==> config.mk <==
export PLATFORM = sky130hd
export DESIGN_NAME = cim_mem_arbiter
export DESIGN_NICKNAME = d
export VERILOG_FILES = /design/src/rtl/cim_mem_arbiter_pkg.sv /design/src/rtl/cim_mem_arbiter_if.sv /design/src/rtl/cim_mem_arbiter_rr.sv /design/src/rtl/cim_mem_arbiter.sv
export SDC_FILE = /design/constraint.sdc
export NUM_CORES = 1
export LEC_CHECK = 0
export BUFFER_PORTS_ARGS = -buffer_cell sky130_fd_sc_hd__clkbuf_2
export CAP_MARGIN = 20
export CORE_MARGIN = 2
export CORE_UTILIZATION = 25
export DETAILED_ROUTE_END_ITERATION = 8
export SYNTH_ARGS = -nofsm -noshare
export SYNTH_HDL_FRONTEND = slang
export SYNTH_HIERARCHICAL = 1
export SYNTH_SLANG_ARGS = --single-unit
==> constraint.sdc <==
create_clock -name clk -period 16.3 [get_ports clk]
set_clock_uncertainty 0.1 [all_clocks]
set_input_delay 2.445 -clock clk [delete_from_list [all_inputs] [get_ports clk]]
set_output_delay 2.445 -clock clk [all_outputs]
set_load 0.005 [all_outputs]
==> src/rtl/cim_mem_arbiter_pkg.sv <==
// Shared CiM memory-access types: source enumeration, address/word types and
// read latency used by the SRAM arbiter and its requesters.
package cim_mem_arbiter_pkg;

    localparam int MEM_ACCESS_SRC_NUM = 7;
    localparam int RD_LAT             = 1;
    localparam int ADDR_W             = 10;
    localparam int WORD_W             = 16;
    localparam int PTR_W              = 3;

    typedef enum logic [PTR_W-1:0] {
        BUS_FSM       = 3'd0,
        LOGIC_FSM     = 3'd1,
        DATA_FILL_FSM = 3'd2,
        WEIGHT_FSM    = 3'd3,
        MAC           = 3'd4,
        LAYERNORM     = 3'd5,
        SOFTMAX       = 3'd6
    } MEM_ACCESS_SRC_T;

    typedef logic [ADDR_W-1:0] TEMP_RES_ADDR_T;
    typedef logic [WORD_W-1:0] STORAGE_WORD_T;

    // Next source index after idx, wrapping from n-1 back to 0.
    function automatic logic [PTR_W-1:0] wrap_inc(input logic [PTR_W-1:0] idx, input int n);
        return (int'(idx) >= n - 1) ? '0 : idx + 1'b1;
    endfunction

endpackage

==> src/rtl/cim_mem_arbiter_if.sv <==
// Bundle of per-source memory access requests driven by the CiM engines.
interface MemAccessSignals
    import cim_mem_arbiter_pkg::*;
#(
    parameter int N_SRC = MEM_ACCESS_SRC_NUM
);

    logic           [N_SRC-1:0] read_req_src;
    logic           [N_SRC-1:0] write_req_src;
    TEMP_RES_ADDR_T [N_SRC-1:0] addr_table;
    STORAGE_WORD_T  [N_SRC-1:0] write_data;

    modport arb (
        input read_req_src,
        input write_req_src,
        input addr_table,
        input write_data
    );

endinterface

==> src/rtl/cim_mem_arbiter_rr.sv <==
// Round-robin arbiter: one-hot grant searching upward from ptr with wrap,
// plus the pointer value to load once the grant is taken.
module rr_arbiter
    import cim_mem_arbiter_pkg::*;
#(
    parameter int N_SRC = MEM_ACCESS_SRC_NUM
) (
    input  logic [N_SRC-1:0] req,
    input  logic [PTR_W-1:0] ptr,
    output logic [N_SRC-1:0] gnt,
    output logic [PTR_W-1:0] gnt_idx,
    output logic [PTR_W-1:0] ptr_nxt,
    output logic             any_gnt
);

    always_comb begin
        logic [PTR_W:0]   sum;
        logic [PTR_W-1:0] idx;
        // NOTE: every output gets a default before the loop so no path leaves it unassigned (no latch).
        gnt     = '0;
        gnt_idx = '0;
        any_gnt = 1'b0;
        sum     = '0;
        idx     = '0;
        for (int i = 0; i < N_SRC; i++) begin
            sum = {1'b0, ptr} + (PTR_W+1)'(i);
            if (sum >= (PTR_W+1)'(N_SRC)) begin
                sum = sum - (PTR_W+1)'(N_SRC);
            end
            idx = sum[PTR_W-1:0];
            if (!any_gnt && req[idx]) begin
                gnt[idx] = 1'b1;
                gnt_idx  = idx;
                any_gnt  = 1'b1;
            end
        end
    end

    assign ptr_nxt = wrap_inc(gnt_idx, N_SRC);

endmodule

==> src/rtl/cim_mem_arbiter.sv <==
// Single-port SRAM arbiter for the CiM engines: zero-latency round-robin grant
// and a tagged read-return pipeline that routes read data back to its source.
module cim_mem_arbiter
    import cim_mem_arbiter_pkg::*;
#(
    parameter int N_SRC  = MEM_ACCESS_SRC_NUM,
    parameter int RD_LAT = cim_mem_arbiter_pkg::RD_LAT
) (
    input  logic                       clk,
    input  logic                       rst_n,
    input  logic           [N_SRC-1:0] read_req_src,
    input  logic           [N_SRC-1:0] write_req_src,
    input  TEMP_RES_ADDR_T [N_SRC-1:0] addr_table,
    input  STORAGE_WORD_T  [N_SRC-1:0] write_data,
    output logic           [N_SRC-1:0] gnt,
    output STORAGE_WORD_T              rd_data,
    output logic           [N_SRC-1:0] rd_valid,
    output logic                       mem_en,
    output logic                       mem_wen,
    output TEMP_RES_ADDR_T             mem_addr,
    output STORAGE_WORD_T              mem_wdata,
    input  STORAGE_WORD_T              mem_rdata,
    output logic                       err_multi_op
);

    localparam int LAST = RD_LAT - 1;

    MemAccessSignals #(.N_SRC(N_SRC)) cim_if ();

    assign cim_if.read_req_src  = read_req_src;
    assign cim_if.write_req_src = write_req_src;
    assign cim_if.addr_table    = addr_table;
    assign cim_if.write_data    = write_data;

    logic [N_SRC-1:0] req;
    logic [PTR_W-1:0] ptr;
    logic [PTR_W-1:0] ptr_nxt;
    logic [PTR_W-1:0] gnt_idx;
    logic             any_gnt;
    logic             rd_issue;

    logic [RD_LAT-1:0] pipe_vld;
    logic [PTR_W-1:0]  pipe_tag [RD_LAT];
    logic [N_SRC-1:0]  ret_onehot;

    // Holding reset also masks requests so nothing reaches the SRAM.
    assign req = rst_n ? (cim_if.read_req_src | cim_if.write_req_src) : '0;

    rr_arbiter #(
        .N_SRC(N_SRC)
    ) u_rr_arbiter (
        .req     (req),
        .ptr     (ptr),
        .gnt     (gnt),
        .gnt_idx (gnt_idx),
        .ptr_nxt (ptr_nxt),
        .any_gnt (any_gnt)
    );

    // A write wins over a read raised by the same source.
    always_comb begin
        mem_wen   = 1'b0;
        mem_addr  = '0;
        mem_wdata = '0;
        for (int i = 0; i < N_SRC; i++) begin
            if (gnt[i]) begin
                mem_wen   = cim_if.write_req_src[i];
                mem_addr  = cim_if.addr_table[i];
                mem_wdata = cim_if.write_data[i];
            end
        end
    end

    assign mem_en   = any_gnt;
    assign rd_issue = any_gnt & ~mem_wen;

    // NOTE: clocked state uses non-blocking assignments so all flops update from pre-edge values.
    always_ff @(posedge clk or negedge rst_n) begin
        if (!rst_n) begin
            ptr <= '0;
        end else if (any_gnt) begin
            ptr <= ptr_nxt;
        end
    end

    always_ff @(posedge clk or negedge rst_n) begin
        if (!rst_n) begin
            err_multi_op <= 1'b0;
        end else if (|(cim_if.read_req_src & cim_if.write_req_src)) begin
            err_multi_op <= 1'b1;
        end
    end

    always_ff @(posedge clk or negedge rst_n) begin
        if (!rst_n) begin
            pipe_vld <= '0;
        end else begin
            pipe_vld[0] <= rd_issue;
            for (int i = 1; i < RD_LAT; i++) begin
                pipe_vld[i] <= pipe_vld[i-1];
            end
        end
    end

    // NOTE: tag stages carry no reset; the reset valid bits alone decide whether a tag is used.
    always_ff @(posedge clk) begin
        pipe_tag[0] <= gnt_idx;
        for (int i = 1; i < RD_LAT; i++) begin
            pipe_tag[i] <= pipe_tag[i-1];
        end
    end

    always_comb begin
        ret_onehot                 = '0;
        ret_onehot[pipe_tag[LAST]] = 1'b1;
    end

    always_ff @(posedge clk or negedge rst_n) begin
        if (!rst_n) begin
            rd_valid <= '0;
            rd_data  <= '0;
        end else begin
            rd_valid <= pipe_vld[LAST] ? ret_onehot : '0;
            if (pipe_vld[LAST]) begin
                rd_data <= mem_rdata;
            end
        end
    end

endmodule

Word-level counts from Yosys, hierarchy flattened
Memory sizes are Yosys's and may differ from the RTL's.
Index checks and enable logic that the tools add are counted.
{"block": "op_classes", "mul": 0, "n_reduce_logical": 21, "div_mod_pow": 0, "bitwise": 10, "order_cmp": 24, "shifts": 0, "eq_ne": 0, "muxes": 82, "addsub": 14}
{"op": "16-bit two-way mux", "n": 7}
{"op": "10-bit two-way mux", "n": 7}
{"op": "7-bit two-way mux", "n": 9}
{"op": "7-bit bitwise OR", "n": 7}
{"op": "3-bit two-way mux", "n": 15}
{"op": "3-bit by 4-bit < comparator with 1-bit output, second input constant", "n": 8}
{"op": "1-bit two-way mux", "n": 29}
{"op": "1-bit demux with 3-bit select", "n": 8}
{"op": "3-bit by 1-bit >= comparator with 1-bit output, second input constant", "n": 8}
{"op": "4-bit by 3-bit >= comparator with 1-bit output, second input constant", "n": 6}
{"op": "1-bit binary-select mux with 3-bit select", "n": 7}
{"op": "3-bit subtractor, second input constant", "n": 7}
{"op": "1-bit logical AND", "n": 14}
{"op": "3-bit by 3-bit adder with 4-bit output, second input constant", "n": 3}
{"op": "3-bit by 2-bit adder with 4-bit output, second input constant", "n": 2}
{"op": "7-bit AND", "n": 1}
{"op": "7-bit OR reduction", "n": 1}
{"op": "3-bit >= comparator, second input constant", "n": 2}
{"op": "1-bit logical NOT", "n": 6}
{"op": "3-bit by 1-bit adder with 4-bit output, second input constant", "n": 1}
{"op": "3-bit by 1-bit adder with 3-bit output, second input constant", "n": 1}
{"op": "1-bit AND", "n": 1}
{"op": "1-bit NOT", "n": 1}
{"block": "word_totals", "latch_bits": 0, "word_cells": 157, "ram_bits": 3, "ff_bits": 28, "out_inout_bits": 59, "romBits": 0, "inputBits": 214, "memories": 1}
{"memory": "pipe_tag", "depth": 1, "word_bits": 3, "rd": 1, "rd_ports_with_merged_regs": 0, "wr": 1, "line": "cim_mem_arbiter.sv:43", "source": "logic [PTR_W-1:0] pipe_tag [RD_LAT];"}

Logic depth before layout (Yosys ltp)
Gate-level depths: netlist of run 1.
{"block": "depth", "ltp_word": 32, "mapped_depth": 21, "mapped_depth_nobuf": 17}

Cells and area by module
Netlist of run 1, hierarchy kept.
{"module": "cim_mem_arbiter", "area_per_inst_um2": 2775.2, "seq_area_each_um2": 760.7, "instances": 1, "cells_per_inst": 336}
{"module": "rr_arbiter", "area_per_inst_um2": 2297.2, "seq_area_each_um2": 0.0, "instances": 1, "cells_per_inst": 312}

Worst setup path after synthesis of run 1
Ideal clock, no wire load.
{"block": "synth_path", "path_type": "input -> output", "start": "input write_req_src[4]", "end": "output mem_addr[0]", "setup_slack_ns": 8.283, "n_path_buf": 2, "cell_stages": 16, "t_arrival_ns": 5.472, "t_required_ns": 13.755, "path_cell_list": "o21a_1 -> o31ai_1 -> o22a_1 -> o32ai_2 -> o31a_4 -> nand2b_2 -> and4bb_4 -> nand2_2 -> nor3_1 -> or4_1 -> nor2b_4 -> buf_6 -> buf_6 -> a221o_1 -> o21ai_0 -> o21ai_1"}
{"block": "synth_between", "word_cells_on_any_way": 54, "classes_between": "mux (35); bitwise (7); reduce/logical (12)"}
{"element": "from (decl)", "line": "cim_mem_arbiter.sv:12", "source": "input logic [N_SRC-1:0] write_req_src,"}
{"element": "7-bit bitwise OR *", "line": "cim_mem_arbiter.sv:47", "source": "assign req = rst_n ? (cim_if.read_req_src | cim_if.write_req_src) : '0;"}
{"element": "7-bit two-way mux *", "line": "cim_mem_arbiter.sv:47"}
{"element": "1-bit binary-select mux with 3-bit select", "line": "cim_mem_arbiter_rr.sv:31", "source": "if (!any_gnt && req[idx]) begin"}
{"element": "1-bit two-way mux (not written as such)", "line": "cim_mem_arbiter_rr.sv:31"}
{"element": "1-bit two-way mux", "line": "cim_mem_arbiter_rr.sv:31"}
{"element": "1-bit logical NOT", "line": "cim_mem_arbiter_rr.sv:31"}
{"element": "1-bit logical AND", "line": "cim_mem_arbiter_rr.sv:31"}
{"element": "1-bit two-way mux", "line": "cim_mem_arbiter_rr.sv:31"}
{"element": "(+9 left out)"}
{"element": "1-bit logical NOT", "line": "cim_mem_arbiter_rr.sv:31"}
{"element": "1-bit logical AND", "line": "cim_mem_arbiter_rr.sv:31"}
{"element": "1-bit two-way mux", "line": "cim_mem_arbiter_rr.sv:31"}
{"element": "1-bit logical NOT", "line": "cim_mem_arbiter_rr.sv:31"}
{"element": "1-bit logical AND", "line": "cim_mem_arbiter_rr.sv:31"}
{"element": "7-bit two-way mux *", "line": "cim_mem_arbiter_rr.sv:31"}
{"element": "net gnt[4]", "line": "cim_mem_arbiter.sv:15", "source": "output logic [N_SRC-1:0] gnt,"}
{"element": "10-bit two-way mux * (3 in series)", "line": "cim_mem_arbiter.sv:66", "source": "if (gnt[i]) begin"}
{"element": "to (decl)", "line": "cim_mem_arbiter.sv:20", "source": "output TEMP_RES_ADDR_T mem_addr,"}
The timed path passes the listed nets; every way through them passes the cells marked *. The select of a mux whose other input is x is not followed.

Final worst setup path of run 1
{"block": "layout_path", "start": "input rst_n", "end": "output mem_wdata[14]"}
{"block": "layout_between", "elab_chain_cells": 29, "word_cells_on_any_way": 53, "classes_between": "mux (35); bitwise (6); reduce/logical (12)"}
{"element": "from (decl)", "line": "cim_mem_arbiter.sv:10", "source": "input logic rst_n,"}
{"element": "7-bit two-way mux *", "line": "cim_mem_arbiter.sv:47"}
{"element": "net req[6]", "line": "cim_mem_arbiter.sv:35", "source": "logic [N_SRC-1:0] req;"}
{"element": "1-bit binary-select mux with 3-bit select", "line": "cim_mem_arbiter_rr.sv:31"}
{"element": "1-bit two-way mux (not written as such)", "line": "cim_mem_arbiter_rr.sv:31"}
{"element": "1-bit two-way mux", "line": "cim_mem_arbiter_rr.sv:31"}
{"element": "1-bit logical NOT", "line": "cim_mem_arbiter_rr.sv:31"}
{"element": "1-bit logical AND", "line": "cim_mem_arbiter_rr.sv:31"}
{"element": "1-bit two-way mux", "line": "cim_mem_arbiter_rr.sv:31"}
{"element": "(+9 left out)"}
{"element": "1-bit logical NOT", "line": "cim_mem_arbiter_rr.sv:31"}
{"element": "1-bit logical AND", "line": "cim_mem_arbiter_rr.sv:31"}
{"element": "1-bit two-way mux", "line": "cim_mem_arbiter_rr.sv:31"}
{"element": "1-bit logical NOT", "line": "cim_mem_arbiter_rr.sv:31"}
{"element": "1-bit logical AND", "line": "cim_mem_arbiter_rr.sv:31"}
{"element": "7-bit two-way mux *", "line": "cim_mem_arbiter_rr.sv:31"}
{"element": "16-bit two-way mux (6 in series)", "line": "cim_mem_arbiter.sv:66"}
{"element": "16-bit two-way mux *", "line": "cim_mem_arbiter.sv:66"}
{"element": "to (decl)", "line": "cim_mem_arbiter.sv:21", "source": "output STORAGE_WORD_T mem_wdata,"}
Marks and branches as above.

==> metrics.cfg, run 1 <==
[run_status]
outcome = finished, final reports clean

[sta]
drv_slew = 0
timing.fmax_mhz = 97.4
rsz0062_at_grt = no
setup-tns-final_ps = 0
tightest_slew_ps = 1200
hold_slack_ps = 379
finalHoldViolations = 0
period_share_pct = 63.0
report.final.setup_viol = 0
min_period_ps = 10270
slew_headroom_pct = 20.3

[drt]
met2_length_um = 11100
firstDrtPassIters = 7
met3WireLength_um = 1990
drc = 0
highest_layer = met4
drt_iter0_drc = 552
drt-met1-wl_um = 9150
vias = 6619
wire_per_inst_um = 20.3
drt.antenna.violating_nets = 0
vias_per_cell = 5.75
drt_wl_total_um = 23400

[floorplan]
die_h_um = 146
die-area_um2 = 21400
rows = 52
io_pins = 273
die_x_um = 146
floorplan.initialDensity_pct = 25.2
coreArea_um2 = 20100

[cells_and_area]
multi_input_area_um2 = 3830
utilization_pct = 33.1
syn_to_final_growth_pct = 31.2
drive_above_1_share_pct = 39.2
n_fill_cell = 2131
stdcell_count = 1151
finalNetCount = 1107
final_common_cell = clkbuf_2
final_cell_mix = clkbuf_2, o21ai_0, a221o_1
seq_area_um2 = 761

[placed_design]
dpl.cell_count = 1141
port-buffer-count = 272
dpl.hpwl_um = 18200
gp_congestion = 0.969

[synth]
synth_edf_count = 0
ys_async_sr_fraction_pct = 90.3
synth_area_um2 = 5070
synth_top_area_share_pct = 13.8
yosysWarningCount = 6
synth_top_area_cell = dfrtp_1
synth_nets = 876
postSynthCellCount = 648
yosysSeqAreaShare_pct = 15.0
ys.flop_type = dfrtp_1
synthDistinctLibCells = 89
synthTopCellsByArea = dfrtp_1, a221o_1, o21ai_0
synth_seq_cells = 31
syn_area_per_cell_um2 = 7.83

[global_route]
grt_pass1_wl_um = 35000
grt_max_degree = 56
grt.overflow.total = 0
grtUsageTotal_pct = 20.4
antenna_found_initial = 1
grt_pass1_vias = 6151

[cts]
cts_tree = built
clk-insertion-delay-late_ps = 270
ctsHtreeMaxLevel = 2
numCtsBuffers = 5
clock-root-buffer = clkbuf_16
postCtsSetupBuffers = 0
clkTransAtPathRegs_ps = 50
cts_max_path_buffers = 2
cts_hold_buffers = 0
post_cts_resized = 0
cts_sinks = 31

[setup_path]
crit_chain = clkbuf_2 -> o21a_1 -> inv_1 -> mux2i_1 -> a222oi_1 -> nand2b_2 -> and4bb_4 -> and2b_1 -> o2bb2ai_1 -> or3_1 -> nor2b_2 -> buf_8 -> a221o_1 -> a22oi_1 -> o21ai_1 -> clkbuf_2
rrSetupSlack_ps = 9060
critPathMostFrequentCell = clkbuf_2
worstSetupStartpoint = rst_n
cpMaxStageDelayCell = a222oi_1
critPathKind = input pin to output port
crit_fanout = 35
cp-start-kind = input pin
cpLargestDelayFamily = compound AO/OA/AOI/OAI gates
crit_arrival_ps = 7720
required_ps = 13760
slowest_delay_ps = 1040
crit-reg2reg-launch = ptr[0]
critPathCaptureType = output port
crit_buf_inv = 4

[run]
maxCapViolCount = 0

[hold_path]
hold_class = register to register
holdCritStartpoint = pipe_tag[0][0]

final cells by class:
cell class / instances / share of cell area (%)
inverter: 42 / 2.37
clock buffer: 7 / 2.14
antenna: 1 / 0.0376
clock inverter: 1 / 0.0752
tap: 270 / 5.08
timing repair buffer: 279 / 21.4
multi-input combinational: 520 / 57.5
sequential: 31 / 11.4
final timing paths:
check,to,cells past startpoint
min in group asynchronous,rd_data[6],1
max,mem_wdata[14],16
max in group asynchronous,rd_valid[1],1
min reg2reg,rd_valid[3],2
min,rd_valid[3],2
max reg2reg,pipe_vld,16
per-layer routing:
layer  GRT usage (%)  up-vias
li1                -     2983
met3            2.81       84
met5               0        -
met2            34.5      447
met1            25.6     3105
met4            10.1        0
through the flow:
step	instance area (µm²)	worst slack, ps
floorplan	5070	8280
global placement	6490	5790
detailed placement	6490	5830
CTS	6640	5840
global route	6660	5600
finish	6660	6030
sequential cells by signal, indices dropped and copies added, names as in the netlist:
signal,flops
pipe_vld,1
ptr,3
rd_data,16
pipe_tag,3
err_multi_op,1
rd_valid,7
cell usage after synthesis (all sizes together) (7+ instances only):
cell type	instances
nor3	15
nand2b	18
mux2i	14
o32a	8
a22oi	27
a211oi	7
o21ai	93
o21a	9
nand3	15
o22ai	9
inv	41
nor2	27
mux2	26
a21oi	46
clkbuf	18
dfrtp	28
nor2b	12
a221o	52
nand2	27
buf	37
ha	13
logic make-up (layout without fill, tap and decap cells):
logic type | after synthesis | in the layout | synth area share [%]
xor gates and xnor gates | 7 | 7 | 1.21
AOI/OAI and AO/OA | 304 | 304 | 44.3
muxes | 41 | 41 | 9.13
buffers and inverters | 97 | 329 | 9.82
other | 0 | 1 | 0
and+or+nand+nor | 154 | 154 | 17.0
DFF | 31 | 31 | 15.0
adders and majority gates | 14 | 14 | 3.60
tightest hold or removal path, stage by stage, from the launching register on:
cell and delay [ps]:
dfxtp_1 340, nand2_1 70, nor2_1 40
Power of run 1 is left out: the tool's default activity adds up to more than one toggle a clock period on the data nets, which glitch-free logic cannot reach.
==> run 2: changes to the inputs <==
Clock period 16.3 ns to 10.3 ns, I/O delays scaled along.
==> run 2 against run 1 <==
  * Sequential share of layout area hardly changed
  * Critical path type is now register to output port
  * Final cell count is 0.17% higher
  * First-iteration DRC count is 4.3% higher
  * Via count is 3.3% lower
  * Core utilization hardly changed
  * Critical endpoint is now mem_wdata[1]
  * Routed wire length is 4.0% lower
  * Non-clock buffer count is 3 higher
==> metrics.cfg, run 2 (same netlist as run 1, synthesis figures left out) <==
[drt]
drt.antenna.violating_nets = 0
drt_wl_total_um = 22500
vias_per_cell = 5.55
firstDrtPassIters = 5
vias = 6399
drt_iter0_drc = 576
drc = 0
wire_per_inst_um = 19.5

[global_route]
grt_pass1_wl_um = 33700
grt_max_degree = 56
grt.overflow.total = 0
grtUsageTotal_pct = 19.5
antenna_found_initial = 0
grt_pass1_vias = 5881

[cells_and_area]
drive_above_1_share_pct = 39.5
top_register = rd_data
final_cell_mix = clkbuf_2, o21ai_0, a221o_1
utilization_pct = 33.1
largest_reg_flops = 16
n_fill_cell = 2113
syn_to_final_growth_pct = 31.3
top_regs = rd_data x16, rd_valid x7
n_antenna_cell = 0
finalNetCount = 1110
final_common_cell = clkbuf_2

[floorplan]
coreArea_um2 = 20100
floorplan.initialDensity_pct = 25.2
die-area_um2 = 21400
rows = 52
die_h_um = 146
io_pins = 273
die_x_um = 146

[placed_design]
dpl.hpwl_um = 17900
gp_congestion = 0.971
port-buffer-count = 272

[run]
maxCapViolCount = 0

[setup_path]
critPathKind = register to output port
required_ps = 8660
crit_chain = buf_4 -> clkinv_1 -> ha_1 -> inv_1 -> o32a_1 -> o22ai_1 -> a222oi_1 -> nand2b_2 -> and4bb_4 -> nand2_2 -> o311ai_0 -> nor2b_2 -> buf_4 -> a221o_1 -> a22oi_1 -> o21ai_0 -> clkbuf_2
reg2reg_to = pipe_vld
crit-reg2reg-launch = ptr[0]
cp-start-kind = register
rrSetupSlack_ps = 4000
slowest_delay_ps = 950
reg2regPathDepth = 17
crit_fanout = 40
critPathCaptureType = output port
cpMaxStageDelayCell = a222oi_1
critPathMostFrequentCell = buf_4
crit_arrival_ps = 7040

[sta]
timing.fmax_mhz = 115
slew_headroom_pct = 21.7
period_share_pct = 84.3
drv_slew = 0
min_period_ps = 8680
report.final.setup_viol = 0
rsz0062_at_grt = no
tightest_slew_ps = 1170
setup-tns-final_ps = 0
hold_slack_ps = 381
finalHoldViolations = 0

[hold_path]
hold_depth = 2
hold_class = register to register
whs_endpoint = rd_valid[6]
holdCritStartpoint = pipe_tag[0][2]

[cts]
clock-root-buffer = clkbuf_16
cts_hold_buffers = 0
cts_sinks = 31
clkTransAtPathRegs_ps = 50
postCtsSetupBuffers = 0
ctsHtreeMaxLevel = 2
cts_tree = built
post_cts_resized = 0
clk-insertion-delay-late_ps = 270
cts_max_path_buffers = 2
numCtsBuffers = 5

[run_status]
outcome = finished, final reports clean

## run 2: area by class of cell
class	count	area, µm²	share of cell area [%]
multi-input cells	520	3830	57.5
repair buffers	282	1440	21.6
flip-flops and latches	31	761	11.4
well taps	270	338	5.07
inverters	42	158	2.37
clock buffers	5	125	1.88
clock inverters	3	15.0	0.225
## run 2: per-stage QoR
stage               cells  worst slack, ps  instance area [µm²]
global route         1153             1060                 6660
floorplan             648             4080                 5070
detailed placement   1145             2130                 6520
global placement     1145             2190                 6520
CTS                  1153             1770                 6660
finish               1153             1620                 6660
## run 2: how the worst max path moves through the flow
stage | from | endpoint | slack (ps) | cells past startpoint
2_1_floorplan | write_req_src[4] | mem_addr[0] | 4080 | 16
3_3_place_gp | ptr[0] | mem_wdata[3] | 2190 | 17
3_5_place_dp | rst_n | mem_wdata[1] | 2130 | 15
4_1_cts | ptr[0] | mem_wdata[1] | 1770 | 17
5_1_grt | ptr[0] | mem_wdata[1] | 1060 | 17
6_report | ptr[0] | mem_wdata[1] | 1620 | 17
## run 2: per-layer routing
layer / GRT usage (%) / vias to the layer above / share of wire [%]
met5: 0 / - / 0
met4: 4.47 / 0 / 2.3
met3: 4.22 / 42 / 9.6
met2: 33.1 / 373 / 47
met1: 25.4 / 2997 / 41
li1: - / 2987 / -
## run 2: worst max-delay path, delay by kind of cell (launching register included)
kind	cells	cell delay [ps]
compound gates	7	2520
flops	1	310
fa+ha+maj	1	710
buf+inv	5	1800
simple gates	4	1410
Power of run 2 is left out for the same reason.
